[src/rtl/pc_lut_seq.sv]
// pc_lut_seq: sequential population counter.
//
// Accepts one WIDTH-bit word and counts its one bits (mode=0) or its zero
// bits (mode=1). The operand is processed one byte per clock through a
// combinational 8-bit popcount, so a result appears NB = WIDTH/8 cycles
// after the input handshake. Only one word is in flight at a time.
//
// Ports:
//   clk        rising-edge clock
//   rst_n      asynchronous active-low reset
//   in_valid   data/mode presented
//   in_ready   high only while idle (and throughout reset)
//   data       word to be counted
//   mode       0 = count ones, 1 = count zeros
//   out_valid  count is valid (registered, independent of out_ready)
//   out_ready  consumer accepts count
//   count      population count, CW = $clog2(WIDTH+1) bits
module pc_lut_seq #(
    parameter int WIDTH = 32
) (
    input  logic                       clk,
    input  logic                       rst_n,
    input  logic                       in_valid,
    output logic                       in_ready,
    input  logic [WIDTH-1:0]           data,
    input  logic                       mode,
    output logic                       out_valid,
    input  logic                       out_ready,
    output logic [$clog2(WIDTH+1)-1:0] count
);

    localparam int NB = WIDTH / 8;
    localparam int CW = $clog2(WIDTH + 1);
    localparam int IW = (NB > 1) ? $clog2(NB) : 1;
    localparam logic [IW-1:0] LAST_IDX = IW'(NB - 1);

    localparam logic [1:0] IDLE = 2'd0;
    localparam logic [1:0] RUN  = 2'd1;
    localparam logic [1:0] DONE = 2'd2;

    // Popcount of one byte, values 0..8, purely combinational.
    function automatic logic [3:0] pop8(input logic [7:0] b);
        logic [3:0] n;
        n = '0;
        for (int i = 0; i < 8; i++) begin
            n = n + {3'b000, b[i]};
        end
        return n;
    endfunction

    logic [1:0]       state_q, state_d;
    logic [WIDTH-1:0] opnd_q,  opnd_d;
    logic [CW-1:0]    acc_q,   acc_d;
    logic [IW-1:0]    idx_q,   idx_d;
    logic [CW-1:0]    count_q, count_d;

    logic [3:0]       byte_pc;
    logic [CW-1:0]    sum;

    assign in_ready  = (state_q == IDLE);
    assign out_valid = (state_q == DONE);
    assign count     = count_q;

    // The operand register shifts right one byte per RUN cycle, so the byte
    // selected by idx_q always sits in the low 8 bits.
    assign byte_pc = pop8(opnd_q[7:0]);

    always_comb begin
        state_d = state_q;
        opnd_d  = opnd_q;
        acc_d   = acc_q;
        idx_d   = idx_q;
        count_d = count_q;
        sum     = acc_q + CW'(byte_pc);

        case (state_q)
            IDLE: begin
                if (in_valid && in_ready) begin
                    opnd_d  = mode ? ~data : data;
                    acc_d   = '0;
                    idx_d   = '0;
                    state_d = RUN;
                end
            end
            RUN: begin
                opnd_d = opnd_q >> 8;
                acc_d  = sum;
                idx_d  = idx_q + IW'(1);
                if (idx_q == LAST_IDX) begin
                    count_d = sum;
                    idx_d   = '0;
                    state_d = DONE;
                end
            end
            DONE: begin
                if (out_ready) begin
                    state_d = IDLE;
                end
            end
            default: begin
                state_d = IDLE;
            end
        endcase
    end

    always_ff @(posedge clk or negedge rst_n) begin
        if (!rst_n) begin
            state_q <= IDLE;
            opnd_q  <= '0;
            acc_q   <= '0;
            idx_q   <= '0;
            count_q <= '0;
        end else begin
            state_q <= state_d;
            opnd_q  <= opnd_d;
            acc_q   <= acc_d;
            idx_q   <= idx_d;
            count_q <= count_d;
        end
    end

endmodule

[config.mk]
export PLATFORM = sky130hd
export DESIGN_NAME = pc_lut_seq
export DESIGN_NICKNAME = d
export VERILOG_FILES = /design/src/rtl/pc_lut_seq.sv
export SDC_FILE = /design/constraint.sdc
export NUM_CORES = 1
export LEC_CHECK = 0
export ABC_CLOCK_PERIOD_IN_PS = 5000
export BUFFER_PORTS_ARGS = -buffer_cell sky130_fd_sc_hd__buf_4
export CAP_MARGIN = 20
export CORE_UTILIZATION = 45
export DETAILED_ROUTE_END_ITERATION = 6
export PLACE_DENSITY_LB_ADDON = 0.05
export SLEW_MARGIN = 20
export SYNTH_ARGS = -nofsm -noshare
export SYNTH_HDL_FRONTEND = slang
export SYNTH_SLANG_ARGS = --single-unit
export TNS_END_PERCENT = 10
[constraint.sdc]
create_clock -name clk -period 5 [get_ports clk]
set_clock_uncertainty 0.15 [all_clocks]
set_input_delay 1 -clock clk [delete_from_list [all_inputs] [get_ports clk]]
set_output_delay 1 -clock clk [all_outputs]
set_load 0.03 [all_outputs]
==> results.yml <==
outcome:
  run_status: "finished clean"
setup_path:
  critical_path_class: "reg -> reg"
  worst-path-max-fanout: 3
  endpoint_kind: "flip-flop"
  r2r_cells: 10
  cp_data_arrival_time_ps: 3930
  critical_path.startpoint_type: "flip-flop"
  crit_required_ps: 5040
clocking:
  cts_sinks: 48
  cts_inserted_buffers: 5
  worst_setup_hold_path_clk_slew_ps: 90
  post_cts.repair.setup_buffers: 0
  tritoncts: "built"
  cts-resized-gates: 0
  clock_tree_root_buffer_cell: "sky130_fd_sc_hd__clkbuf_8"
  clock_insertion_delay_at_the_later_pin_of_the_skew_report_ps: 300
  cts-hold-fix-buffers: 0
  htree_levels: 2
  maximum_clock_insertion_buffer_count: 2
global_routing:
  initial_antenna_violation_count: 0
  grt-ovfl-total: 0
  grt_start_max_net_pins: 49
  number_of_global_route_vias_before_repair: 2138
  grt_first_pass_wirelength_um: 10520
  grtUsageTotal_pct: 20.65
finish:
  multi_input_area_mm2: 0.001539
  final_common_cell: "sky130_fd_sc_hd__dfrtp_1"
  final_cell_mix: "sky130_fd_sc_hd__dfrtp_1, sky130_fd_sc_hd__buf_4, sky130_fd_sc_hd__a21oi_1"
  syn2layout_area_growth_pct: 13.55
  area_of_all_sequential_standard_cells_mm2: 0.001201
  layout_cell_share_with_drive_strength_beyond_1_pct: 18.37
  antenna_cells: 0
  final_core_util_pct: 54.35
  finish.instance_area_mm2: 0.003313
  finish.net_count: 392
  fillers: 595
yosys:
  synth-seq-cells: 48
  synth-async-reset-ratio_pct: 100.0
  ys.flop_type: "sky130_fd_sc_hd__dfrtp_1"
  post_synth_inst_count: 311
  synth_edf_count: 0
  post_synth_num_cell_types: 34
  syn_area_mm2: 0.002918
  syn_nets: 360
  mean_cell_area_of_the_mapped_netlist_um2: 9.382
  yosysSeqAreaShare_pct: 41.17
  yosysWarnings: 0
min_path:
  hold_depth: 2
  hold_path.class: "reg -> reg"
power:
  cellLeakagePower_uw: 0.001506
  peakVddDrop_uv: 353.7
  pwr_density_cell_mw_per_mm2: 626.5
  fin_total_pwr_uw: 2076
route:
  drc_violation_count_after_routing: 0
  post_route_ant_nets: 0
  detail_route.wl_per_cell_um: 14.92
  starting_drt_drc_count: 155
  via_density_per_instance: 5.371
  routed_wire_length_um: 6238
  drt_pre_antenna_iters: 4
  vias: 2245
placement:
  port-buffer-count: 44
  gp_congestion: 0.7898
  dpl_cell_area_mm2: 0.003236
  pre_cts_ws_ps: 1090
  post_dp_hpwl_um: 4048
timing:
  tns_ps: 0
  period_needed_ps: 3886
  timing_hold_violations_final: 0
  grt_setup_unrepaired: "no"
  timing_worst_slew_pin_value_ps: 795.7
  fmaxAchievable_mhz: 257.4
  finalWorstSetupSlack_ps: 1114
  finalCritPeriodShare_pct: 77.71
  timing_max_transition_violations_final: 0
  setup-violations-final: 0
  worst_slew_margin_rel_pct: 46.95
die:
  design.die.area_mm2: 0.006810
  fp-row-count: 28
  die-width_um: 82.53
  io_pins: 45
  die_height_um: 82.53
  initial_utilization_pct: 47.87
  coreArea_mm2: 0.006096
flow_run:
  cap_viol_max_count: 0
## critical path, cell delays in order, from the launching register on
cell and delay (ps):
sky130_fd_sc_hd__dfrtp_1 410, sky130_fd_sc_hd__fa_1 550, sky130_fd_sc_hd__inv_1 50, sky130_fd_sc_hd__fa_1 490, sky130_fd_sc_hd__fa_1 420, sky130_fd_sc_hd__fa_1 420
sky130_fd_sc_hd__fa_1 410, sky130_fd_sc_hd__nand2b_1 170, sky130_fd_sc_hd__a21oi_2 180, sky130_fd_sc_hd__mux2_4 320, sky130_fd_sc_hd__a22o_1 230
## per-layer routing
layer  track usage (%)  vias to the layer above  wire length [um]
li1                  -                     1111                 -
met1             30.01                     1090              3282
met2             31.82                       40              2709
met3             3.516                        4               201
met4             5.345                        0                46
met5                 0                        -                 0
## path summary, 6_finish.rpt
| path | endpoint | slack, ps | startpoint |
|---|---|---|---|
| max in group asynchronous | opnd_q[0] | 3710 | rst_n |
| worst min-delay path | count[0] | 340 | count[0] |
| worst min register to register | count[0] | 340 | count[0] |
| min in group asynchronous | count[0] | 560 | rst_n |
| worst max-delay path | acc_q[4] | 1110 | opnd_q[0] |
| worst max register to register | acc_q[4] | 1110 | opnd_q[0] |
## sequential cells by signal, indices dropped and copies added (netlist names)
name,cells
idx_q,2
opnd_q,32
state_q,2
acc_q,6
count,6
## cells in the mapped netlist, types with 2 or more instances
master	n	area share, %
sky130_fd_sc_hd__xor2_1	29	8.7
sky130_fd_sc_hd__o31ai_1	2	0.51
sky130_fd_sc_hd__buf_2	12	2.1
sky130_fd_sc_hd__a21oi_1	39	6.7
sky130_fd_sc_hd__nand2b_1	4	0.86
sky130_fd_sc_hd__fa_1	5	3.4
sky130_fd_sc_hd__a22oi_1	19	4.9
sky130_fd_sc_hd__nor2b_1	33	7.1
sky130_fd_sc_hd__dfrtp_1	48	41
sky130_fd_sc_hd__clkbuf_1	3	0.39
sky130_fd_sc_hd__nand2_1	18	2.3
sky130_fd_sc_hd__o21ai_0	7	1.2
sky130_fd_sc_hd__and2_1	2	0.43
sky130_fd_sc_hd__ha_1	7	3.0
sky130_fd_sc_hd__a22o_1	3	0.90
sky130_fd_sc_hd__buf_4	5	1.3
sky130_fd_sc_hd__xnor2_1	6	1.8
sky130_fd_sc_hd__inv_1	13	1.7
sky130_fd_sc_hd__nor2_1	12	1.5
sky130_fd_sc_hd__buf_6	2	0.77
sky130_fd_sc_hd__o21ai_1	29	5.0
## logic make-up after synthesis
logic type,share of synthesized area [%]
compound gates,21.44
xor+xnor,10.51
fa+ha+maj,6.432
buf+inv,6.175
flops,41.17
mux,0.9003
simple gates,13.38
## power breakdown
| part | switching, uW | leakage [uW] | internal, uW |
|---|---|---|---|
| Sequential | 109 | 0.000619 | 551 |
| Combinational | 696 | 0.000847 | 499 |
| Clock | 126 | 0.0000410 | 95.4 |
## layout make-up
class	count	share of cell area, %
multi-input cells	228	46.45
well taps	75	2.832
clock inverters	1	0.1511
clock buffers	6	2.190
inverters	13	1.473
flip-flops and latches	48	36.25
repair buffers	47	10.65
## through the flow
stage          hold slack (ps)  instances
5_1_grt                  375.8        418
3_5_place_dp             326.7        411
4_1_cts                  346.6        418
2_1_floorplan            299.8        311
3_3_place_gp             318.6        411
6_report                 336.1        418
Note: power is estimated with default switching activity, not from simulation.
